==> src/rtl/axil_req_sched_pkg.sv <==
//------------------------------------------------------------------------------
// bridge_pkg: shared types for the APB/AXI4-Lite bridge request front end
// Rev 1.0
//------------------------------------------------------------------------------
`default_nettype none

package bridge_pkg;

  localparam int ADDR_W = 32;
  localparam int DATA_W = 32;
  localparam int STRB_W = DATA_W / 8;

  typedef enum logic {
    GRANT_READ  = 1'b0,
    GRANT_WRITE = 1'b1
  } grant_t;

  typedef struct packed {
    logic              write;
    logic [ADDR_W-1:0] addr;
    logic [DATA_W-1:0] wdata;
    logic [STRB_W-1:0] strb;
  } cmd_t;

  function automatic cmd_t pack_cmd(
    input logic              write,
    input logic [ADDR_W-1:0] addr,
    input logic [DATA_W-1:0] wdata,
    input logic [STRB_W-1:0] strb
  );
    cmd_t c;
    c.write = write;
    c.addr  = addr;
    c.wdata = wdata;
    c.strb  = strb;
    return c;
  endfunction

endpackage

`default_nettype wire

==> src/rtl/axil_req_sched_if.sv <==
//------------------------------------------------------------------------------
// axil_req_sched_if: AXI4-Lite request channels plus unified command output
// Rev 1.0
//------------------------------------------------------------------------------
`default_nettype none

interface axil_req_sched_if #(
  parameter int ADDR_W = 32,
  parameter int DATA_W = 32,
  parameter int DEPTH  = 4
);

  localparam int STRB_W = DATA_W / 8;
  localparam int LVL_W  = $clog2(DEPTH + 1);

  logic              aw_valid;
  logic              aw_ready;
  logic [ADDR_W-1:0] aw_addr;
  logic              w_valid;
  logic              w_ready;
  logic [DATA_W-1:0] w_data;
  logic [STRB_W-1:0] w_strb;
  logic              ar_valid;
  logic              ar_ready;
  logic [ADDR_W-1:0] ar_addr;
  logic              cmd_valid;
  logic              cmd_ready;
  logic              cmd_write;
  logic [ADDR_W-1:0] cmd_addr;
  logic [DATA_W-1:0] cmd_wdata;
  logic [STRB_W-1:0] cmd_strb;
  logic [LVL_W-1:0]  level;

  modport master (
    output aw_valid, aw_addr, w_valid, w_data, w_strb, ar_valid, ar_addr, cmd_ready,
    input  aw_ready, w_ready, ar_ready, cmd_valid, cmd_write, cmd_addr, cmd_wdata,
           cmd_strb, level
  );

  modport slave (
    input  aw_valid, aw_addr, w_valid, w_data, w_strb, ar_valid, ar_addr, cmd_ready,
    output aw_ready, w_ready, ar_ready, cmd_valid, cmd_write, cmd_addr, cmd_wdata,
           cmd_strb, level
  );

endinterface

`default_nettype wire

==> src/rtl/axil_req_sched_cmd_buffer.sv <==
//------------------------------------------------------------------------------
// cmd_buffer: synchronous first-word-fall-through FIFO of bridge commands
// Rev 1.0
//------------------------------------------------------------------------------
`default_nettype none

module cmd_buffer
  import bridge_pkg::*;
#(
  parameter  int DEPTH = 4,
  localparam int LVL_W = $clog2(DEPTH + 1)
) (
  input  wire logic             clk,
  input  wire logic             rst,
  input  wire logic             push,
  input  wire cmd_t             push_cmd,
  input  wire logic             pop,
  output      cmd_t             head_cmd,
  output      logic [LVL_W-1:0] level,
  output      logic             full,
  output      logic             empty
);

  localparam int PTR_W = (DEPTH > 1) ? $clog2(DEPTH) : 1;
  localparam logic [PTR_W-1:0] c_last_ptr = PTR_W'(DEPTH - 1);
  localparam logic [LVL_W-1:0] c_full_lvl = LVL_W'(DEPTH);

  cmd_t             r_mem [DEPTH];
  logic [PTR_W-1:0] r_wr_ptr;
  logic [PTR_W-1:0] r_rd_ptr;
  logic [LVL_W-1:0] r_level;
  logic             w_do_push;
  logic             w_do_pop;

  // Explicit wrap so non power-of-two depths index only valid slots.
  function automatic logic [PTR_W-1:0] next_ptr(input logic [PTR_W-1:0] p);
    return (p == c_last_ptr) ? '0 : p + 1'b1;
  endfunction

  always_comb begin
    w_do_push = push & ~full;
    w_do_pop  = pop & ~empty;
  end

  always_ff @(posedge clk) begin
    if (w_do_push) begin
      r_mem[r_wr_ptr] <= push_cmd;
    end
  end

  always_ff @(posedge clk) begin
    if (rst) begin
      r_wr_ptr <= '0;
      r_rd_ptr <= '0;
      r_level  <= '0;
    end else begin
      if (w_do_push) begin
        r_wr_ptr <= next_ptr(r_wr_ptr);
      end
      if (w_do_pop) begin
        r_rd_ptr <= next_ptr(r_rd_ptr);
      end
      case ({w_do_push, w_do_pop})
        2'b10:   r_level <= r_level + 1'b1;
        2'b01:   r_level <= r_level - 1'b1;
        default: r_level <= r_level;
      endcase
    end
  end

  always_comb begin
    head_cmd = r_mem[r_rd_ptr];
    level    = r_level;
    full     = (r_level == c_full_lvl);
    empty    = (r_level == '0);
  end

endmodule

`default_nettype wire

==> src/rtl/axil_req_sched.sv <==
//------------------------------------------------------------------------------
// axil_req_sched: round-robin AW+W / AR arbiter feeding a FWFT command buffer
// Rev 1.0
//------------------------------------------------------------------------------
`default_nettype none

module axil_req_sched #(
  parameter int ADDR_W = 32,
  parameter int DATA_W = 32,
  parameter int DEPTH  = 4
) (
  input wire logic  clk,
  input wire logic  rst,
  axil_req_sched_if.slave bus
);

  import bridge_pkg::*;

  localparam int LVL_W = $clog2(DEPTH + 1);

  grant_t              r_last_grant;
  logic                w_wr_elig;
  logic                w_rd_elig;
  logic                w_can_grant;
  logic                w_grant_wr;
  logic                w_grant_rd;
  logic [ADDR_W-1:0]   w_addr;
  logic [DATA_W-1:0]   w_wdata;
  logic [DATA_W/8-1:0] w_strb;
  cmd_t                w_push_cmd;
  cmd_t                w_head;
  logic [LVL_W-1:0]    w_level;
  logic                w_full;
  logic                w_empty;

  // Readies depend only on valids, full and last_grant; cmd_ready never reaches them.
  always_comb begin
    w_wr_elig   = bus.aw_valid & bus.w_valid;
    w_rd_elig   = bus.ar_valid;
    w_can_grant = ~rst & ~w_full;
    w_grant_wr  = w_can_grant & w_wr_elig & (~w_rd_elig | (r_last_grant == GRANT_READ));
    w_grant_rd  = w_can_grant & w_rd_elig & (~w_wr_elig | (r_last_grant == GRANT_WRITE));
  end

  always_comb begin
    w_addr     = w_grant_wr ? bus.aw_addr : bus.ar_addr;
    w_wdata    = w_grant_wr ? bus.w_data  : '0;
    w_strb     = w_grant_wr ? bus.w_strb  : '0;
    w_push_cmd = pack_cmd(w_grant_wr, w_addr, w_wdata, w_strb);
  end

  always_ff @(posedge clk) begin
    if (rst) begin
      r_last_grant <= GRANT_WRITE;
    end else if (w_grant_wr) begin
      r_last_grant <= GRANT_WRITE;
    end else if (w_grant_rd) begin
      r_last_grant <= GRANT_READ;
    end
  end

  cmd_buffer #(
    .DEPTH (DEPTH)
  ) u_cmd_buffer (
    .clk      (clk),
    .rst      (rst),
    .push     (w_grant_wr | w_grant_rd),
    .push_cmd (w_push_cmd),
    .pop      (bus.cmd_ready),
    .head_cmd (w_head),
    .level    (w_level),
    .full     (w_full),
    .empty    (w_empty)
  );

  always_comb begin
    bus.aw_ready  = w_grant_wr;
    bus.w_ready   = w_grant_wr;
    bus.ar_ready  = w_grant_rd;
    bus.cmd_valid = ~w_empty;
    bus.cmd_write = w_head.write;
    bus.cmd_addr  = w_head.addr;
    bus.cmd_wdata = w_head.wdata;
    bus.cmd_strb  = w_head.strb;
    bus.level     = w_level;
  end

endmodule

`default_nettype wire

==> src/flat_wrapper.sv <==
// flat-port wrapper written by rule: the top's interface ports become plain ports
module axil_req_sched_flat import bridge_pkg::*;
#(
  parameter int ADDR_W = 32,
  parameter int DATA_W = 32,
  parameter int DEPTH  = 4
)
  (clk, rst, bus_aw_valid, bus_aw_addr, bus_w_valid, bus_w_data, bus_w_strb, bus_ar_valid, bus_ar_addr, bus_cmd_ready, bus_aw_ready, bus_w_ready, bus_ar_ready, bus_cmd_valid, bus_cmd_write, bus_cmd_addr, bus_cmd_wdata, bus_cmd_strb, bus_level);
  axil_req_sched_if #(.ADDR_W(ADDR_W), .DATA_W(DATA_W), .DEPTH(DEPTH)) bus_i ();
  input wire logic clk;
  input wire logic rst;
  input wire logic [$bits(bus_i.aw_valid)-1:0] bus_aw_valid;
  input wire logic [$bits(bus_i.aw_addr)-1:0] bus_aw_addr;
  input wire logic [$bits(bus_i.w_valid)-1:0] bus_w_valid;
  input wire logic [$bits(bus_i.w_data)-1:0] bus_w_data;
  input wire logic [$bits(bus_i.w_strb)-1:0] bus_w_strb;
  input wire logic [$bits(bus_i.ar_valid)-1:0] bus_ar_valid;
  input wire logic [$bits(bus_i.ar_addr)-1:0] bus_ar_addr;
  input wire logic [$bits(bus_i.cmd_ready)-1:0] bus_cmd_ready;
  output wire logic [$bits(bus_i.aw_ready)-1:0] bus_aw_ready;
  output wire logic [$bits(bus_i.w_ready)-1:0] bus_w_ready;
  output wire logic [$bits(bus_i.ar_ready)-1:0] bus_ar_ready;
  output wire logic [$bits(bus_i.cmd_valid)-1:0] bus_cmd_valid;
  output wire logic [$bits(bus_i.cmd_write)-1:0] bus_cmd_write;
  output wire logic [$bits(bus_i.cmd_addr)-1:0] bus_cmd_addr;
  output wire logic [$bits(bus_i.cmd_wdata)-1:0] bus_cmd_wdata;
  output wire logic [$bits(bus_i.cmd_strb)-1:0] bus_cmd_strb;
  output wire logic [$bits(bus_i.level)-1:0] bus_level;
  assign bus_i.aw_valid = bus_aw_valid;
  assign bus_i.aw_addr = bus_aw_addr;
  assign bus_i.w_valid = bus_w_valid;
  assign bus_i.w_data = bus_w_data;
  assign bus_i.w_strb = bus_w_strb;
  assign bus_i.ar_valid = bus_ar_valid;
  assign bus_i.ar_addr = bus_ar_addr;
  assign bus_i.cmd_ready = bus_cmd_ready;
  assign bus_aw_ready = bus_i.aw_ready;
  assign bus_w_ready = bus_i.w_ready;
  assign bus_ar_ready = bus_i.ar_ready;
  assign bus_cmd_valid = bus_i.cmd_valid;
  assign bus_cmd_write = bus_i.cmd_write;
  assign bus_cmd_addr = bus_i.cmd_addr;
  assign bus_cmd_wdata = bus_i.cmd_wdata;
  assign bus_cmd_strb = bus_i.cmd_strb;
  assign bus_level = bus_i.level;
  axil_req_sched #(.ADDR_W(ADDR_W), .DATA_W(DATA_W), .DEPTH(DEPTH)) u_core (.clk(clk), .rst(rst), .bus(bus_i));
endmodule
==> config.mk <==
export PLATFORM = sky130hd
export DESIGN_NAME = axil_req_sched_flat
export DESIGN_NICKNAME = d
export VERILOG_FILES = /design/src/rtl/axil_req_sched_pkg.sv /design/src/rtl/axil_req_sched_if.sv /design/src/rtl/axil_req_sched_cmd_buffer.sv /design/src/rtl/axil_req_sched.sv /design/src/flat_wrapper.sv
export SDC_FILE = /design/constraint.sdc
export NUM_CORES = 1
export LEC_CHECK = 0
export CAP_MARGIN = 10
export CORE_MARGIN = 2
export CORE_UTILIZATION = 40
export DETAILED_ROUTE_END_ITERATION = 10
export PLACE_DENSITY = 0.61
export SYNTH_ARGS = -nofsm -noshare
export SYNTH_HDL_FRONTEND = slang
export SYNTH_HIERARCHICAL = 1
export SYNTH_SLANG_ARGS = --single-unit
==> constraint.sdc <==
create_clock -name clk -period 4.82 [get_ports clk]
set_input_delay 0.964 -clock clk [delete_from_list [all_inputs] [get_ports clk]]
set_output_delay 0.964 -clock clk [all_outputs]
set_load 0.01 [all_outputs]
[After elaboration in Yosys (flattened, before gate mapping)]
Memory sizes are Yosys's and may differ from the RTL's. A register that Yosys moved wholly into a read port is not among the register bits.
Cells that the tools add are included.
Word-level totals
  bits of input ports: 106
  memories: 1
  memory bits (writable): 276
  register bits after elaboration: 8
Memories
  u_core.u_cmd_buffer.r_mem: depth 4, width 69, read ports 1, clocked after memory_dff 1, wr ports 1, line axil_req_sched_cmd_buffer.sv:28  | cmd_t r_mem [DEPTH];
Operators by class
  $add $sub $neg: 4
  bitwise operators: 17
  multiplexer cells: 10
  equal/unequal tests: 5
  reductions and logical operators: 3
Operator list (number)
  32-bit two-way mux: 2
  1-bit AND: 8
  2-bit two-way mux: 4
  2-bit equality test (second input constant): 3
  1-bit NOT: 6
  3-bit one-hot mux with 2 select lines: 1
  2-bit by 1-bit adder with 2-bit output (second input constant): 2
  4-bit two-way mux: 1
  3-bit by 1-bit adder with 3-bit output (second input constant): 1
  3-bit equality test (second input constant): 1
  3-bit zero test: 1
  1-bit bitwise OR: 3
  3-bit by 1-bit subtractor with 3-bit output (second input constant): 1
  2-bit by 1-bit equality test with 1-bit output (second input constant): 1
  1-bit two-way mux: 2
  2-bit nonzero test: 1
  2-bit OR reduction: 1

[Depth between registers and ports, before layout]
  word-level depth: 9
  gate-level depth with buffers: 12
  mapped depth without buffers: 11

[Hierarchy]
Netlist, hierarchy kept.
By module, submodules not included
  cmd_buffer: area each 10435.0 sq um, instances 1, cells each 415, sequential area each 8468.1 sq um
  axil_req_sched: area each 721.9 sq um, instances 1, cells each 86, sequential area each 20.0 sq um

[Worst setup path before layout]
Ideal clock, no wire load.
  path kind: input port to flip-flop
  start: input port bus_aw_valid
  end: memory u_core/u_cmd_buffer/r_mem[0][0] (netlist name), enable pin
  path buffers: 0
  stages on the path: 3
  path slack: 1.780 ns
  data arrival time: 2.644 ns
  path through: nand2_1 a211oi_1 and3_2
On the way
  word-level cells in the longest chain between the ends: 8
RTL lines
  start: declaration: line flat_wrapper.sv:12  | input wire logic [$bits(bus_i.aw_valid)-1:0] bus_aw_valid;
  1-bit AND *: line axil_req_sched.sv:38  | w_wr_elig = bus.aw_valid & bus.w_valid;
  1-bit NOT: line axil_req_sched.sv:42  | w_grant_rd = w_can_grant & w_rd_elig & (~w_wr_elig | (r_last_grant == GRANT_WRITE));
  1-bit bitwise OR: line axil_req_sched.sv:42
  1-bit AND: line axil_req_sched.sv:42
  1-bit bitwise OR *: line axil_req_sched.sv:67  | .push (w_grant_wr | w_grant_rd),
  1-bit AND *: line axil_req_sched_cmd_buffer.sv:41  | w_do_push = push & ~full;
  1-bit two-way mux *: line axil_req_sched_cmd_buffer.sv:46  | if (w_do_push) begin
  1-bit two-way mux (implied by the code) *: line axil_req_sched_cmd_buffer.sv:47  | r_mem[r_wr_ptr] <= push_cmd;
  end: declaration: line axil_req_sched_cmd_buffer.sv:28
Every way passes the cells marked *; elsewhere a longest branch is shown, timed or not.

[Final worst setup path]
  start: input port rst
  end: output port bus_aw_ready
On the way
  word-level cells in the longest chain between the ends: 4
RTL lines
  start: declaration: line flat_wrapper.sv:11  | input wire logic rst;
  1-bit NOT: line axil_req_sched.sv:40  | w_can_grant = ~rst & ~w_full;
  1-bit AND: line axil_req_sched.sv:40
  1-bit AND (2 in series): line axil_req_sched.sv:41  | w_grant_wr = w_can_grant & w_wr_elig & (~w_rd_elig | (r_last_grant == GRANT_READ));
  end: declaration: line flat_wrapper.sv:20  | output wire logic [$bits(bus_i.aw_ready)-1:0] bus_aw_ready;
Every way passes these cells.

==> out/metrics.yaml <==
run_status:
  status: "finished clean"
job:
  max_cap_viol_count: 0
grt:
  overflow: 0
  grt_util_all_layers: 0.1569
  antenna_found_initial: 1
  first_global_vias: 6021
  grt_pass1_wl_um: 34200
  grt_max_degree: 70
drt:
  drt_iter0_markers: 298
  drtPass1Iterations: 4
  wl_um: 22820
  num_vias: 5493
  post-route-drc-count: 0
  viasPerCell: 5.012
  postRouteAntennaNets: 0
  routedWlPerCell_um: 20.82
sta:
  slew_headroom: 0.2700
  setup_viol: 0
  fin_skew_ns: 0.02386
  period_minus_slack_ns: 3.870
  tightest_slew_ns: 1.095
  hold_ws_ns: 0.4919
  rsz0062_at_grt: "false"
  hold_viol_final: 0
  finalMaxSlewViolations: 0
  fin_crit_sh: 0.8029
  final.setup.tns_ns: 0
  fmax_mhz: 258.4
place:
  port_buffers: 181
  globalplace.congestion: 0.7426
  dpl_cell_area_um2: 13430
  detailed_place_hpwl_um: 13610
power_and_ir_drop:
  cellPowerDensity_nw_per_um2: 477.6
  p_leak_nw: 4.608
  clock_power_share: 0.324
  p_sw_frac: 0.2454
  p_switching_mw: 1.686
  ir_drop_uv: 360.5
  comb_power_share: 0.228
  intPower_mw: 5.186
  p_seq_frac: 0.449
floorplan:
  die_w_um: 171.0
  ios: 182
  die_area_um2: 29240
  core.rowCount: 61
  die_h_um: 171.0
  initial_core_util: 0.4038
  core-area_um2: 27630
critical_path:
  reg2reg_depth: 11
  path_max_fanout: 12
  critPathRequiredTime_ns: 3.86
  critPathKind: "in2out"
  end_kind: "output port"
  rr_endpoint: "u_core/u_cmd_buffer/level[2]$_SDFFE_PP0P_"
  rrSetupSlack_ns: 1.56
  start_kind: "primary input"
  cp-startpoint: "rst"
  crit_top_cell: "clkdlybuf4s50_1"
  slowest_delay_ns: 0.71
  r2r_start: "u_core/u_cmd_buffer/level[0]$_SDFFE_PP0P_"
  cp_slowest_cell: "clkdlybuf4s50_1"
  critical_path.cell_chain: "clkdlybuf4s50_1, a2111oi_4, clkdlybuf4s50_1"
  crit_arrival_ns: 2.91
  crit_path_end: "bus_aw_ready"
clocking:
  clock_latency_ns: 0.55
  cts_sinks: 286
  cts_tree: "yes"
  post_cts_buffers: 0
  clk_path_buf_depth: 3
  path_clk_slew_ns: 0.06
  cts-root-buf: "clkbuf_16"
  htree_levels: 1
  cts_made_buffers: 29
  ctsResizeCount: 0
  hold_buffers: 0
layout:
  final_nets: 808
  stdcell_area_um2: 14390
  syn_to_final_growth_pct: 28.98
  drive_gt1_frac: 0.1866
  antenna_cells: 0
  fillers: 2228
worst_hold_path:
  hold_class: "reg2reg"
yosys:
  ys_warn_count: 6
  yosysTopAreaCell: "edfxtp_1"
  synth.area.top_cells: "edfxtp_1 74%, mux4_2 14%, mux2_1 2.9%"
  synth_seq_area_share: 0.7608
  syn_avg_cell_area_um2: 22.27
  synth_cell_types: 33
  synth_cells: 501
  ys_ff_latch: 286
  yosys.area.top_type_share: 0.7429
  syn-cell-area_um2: 11160
  synthesis.nets: 614
## registers in the layout (all words and copies together), names as in the netlist, named ones only
| register | cells |
|---|---|
| u_core/r_last_grant | 1 |
| u_core/u_cmd_buffer/r_mem | 276 |
| u_core/u_cmd_buffer/r_wr_ptr | 2 |
| u_core/u_cmd_buffer/r_rd_ptr | 2 |
| u_core/u_cmd_buffer/level | 3 |
## metal layers
layer / up-vias / track usage / part of all wire
met1: 2837 / 0.1930 / 0.40
li1: 2452 / - / -
met5: - / 0 / 0
met2: 165 / 0.2828 / 0.52
met3: 39 / 0.02892 / 0.060
met4: 0 / 0.04532 / 0.021
## cells in the final DEF (no fill, tap or decap), drive strengths merged
cell type      count
edfxtp           276
clkdlybuf4s50    181
mux4              69
and2              37
clkbuf            35
mux2              32
clkinv            12
inv               11
dfxtp             10
buf                8
ha                 6
nor2               5
bufinv             4
and3               4
a21oi              4
clkinvlp           2
nand2              2
o21ai              2
nor3               2
xor2               2
nand3              2
or3b               2
o31ai              2
or3                2
nor4               1
a2111oi            1
a211oi             1
mux2i              1
a21o               1
fa                 1
## power by group through the flow
stage	Clock (mW)	Combinational, mW	Sequential, mW
after floorplan	0	0.906	3.03
after global placement	0	1.57	3.13
after detailed placement	0	1.59	3.14
after CTS	2.28	1.60	3.09
after global routing	2.38	1.67	3.12
final	2.22	1.56	3.08
## cell usage after synthesis
library cell    n
a2111oi_4       1
a211oi_1        1
a21o_1          1
a21oi_1         4
and2_1         36
and2_4          1
and3_2          4
buf_2           9
buf_4           4
buf_6           4
clkbuf_1        9
dfxtp_1        10
edfxtp_1      276
fa_1            1
ha_1            6
inv_1          10
mux2_1         29
mux2_2          3
mux2i_1         1
mux4_2         69
nand2_1         2
nand3_1         2
nor2_1          5
nor3_1          2
nor4_1          1
o21ai_0         2
o31ai_1         1
o31ai_2         1
or3_1           1
or3_2           1
or3b_1          1
or3b_2          1
xor2_1          2
## how the worst min path moves through the flow
stage | to | slack, ns | startpoint | depth (start not counted)
6_report | flop | 0.49 | u_core/u_cmd_buffer/r_rd_ptr[0]$_SDFFE_PP0N_ | 2
5_1_grt | flop | 0.52 | u_core/u_cmd_buffer/r_rd_ptr[0]$_SDFFE_PP0N_ | 2
4_1_cts | flop | 0.49 | u_core/u_cmd_buffer/r_rd_ptr[0]$_SDFFE_PP0N_ | 2
3_5_place_dp | flop | 0.48 | u_core/u_cmd_buffer/r_rd_ptr[0]$_SDFFE_PP0N_ | 2
3_3_place_gp | flop | 0.48 | u_core/u_cmd_buffer/r_rd_ptr[0]$_SDFFE_PP0N_ | 2
2_1_floorplan | flop | 0.46 | u_core/u_cmd_buffer/r_rd_ptr[0]$_SDFFE_PP0N_ | 2
## worst max-delay path: cells and delay by family
family                 cells  cell delay [ns]
AOI/OAI and AO/OA          1             0.56
buffers and inverters      2             1.37
## metrics by stage
| step | cells | worst slack [ns] | power [mW] | utilization |
|---|---|---|---|---|
| finish | 1096 | 0.9499 | 6.873 | 0.5208 |
| global route | 1096 | 0.8259 | 7.162 | 0.5208 |
| CTS | 1096 | 0.8895 | 6.978 | 0.5208 |
| detailed placement | 1042 | 0.8558 | 4.737 | 0.4862 |
| global placement | 1042 | 0.9660 | 4.696 | 0.4862 |
| floorplan | 501 | 1.780 | 3.938 | - |
## cell type report
| type | count | area (um^2) | share of cell area |
|---|---|---|---|
| Clock buffer | 35 | 748.2 | 0.05200 |
| Clock inverter | 19 | 209.0 | 0.01452 |
| Inverter | 10 | 37.54 | 0.002608 |
| Multi-Input combinational cell | 179 | 2492 | 0.1732 |
| Sequential cell | 286 | 8496 | 0.5904 |
| Tap cell | 378 | 473.0 | 0.03287 |
| Timing Repair Buffer | 189 | 1934 | 0.1344 |
## logic make-up after synthesis
| family | Yosys count | synth area share |
|---|---|---|
| adders and majority gates | 7 | 0.008523 |
| buffers and inverters | 36 | 0.01716 |
| muxes | 102 | 0.1725 |
| xor gates and xnor gates | 2 | 0.001570 |
| AOI/OAI and AO/OA | 11 | 0.008300 |
| and+or+nand+nor | 57 | 0.03118 |
| DFF | 286 | 0.7608 |
No activity file was read; power rests on OpenSTA's default activity.
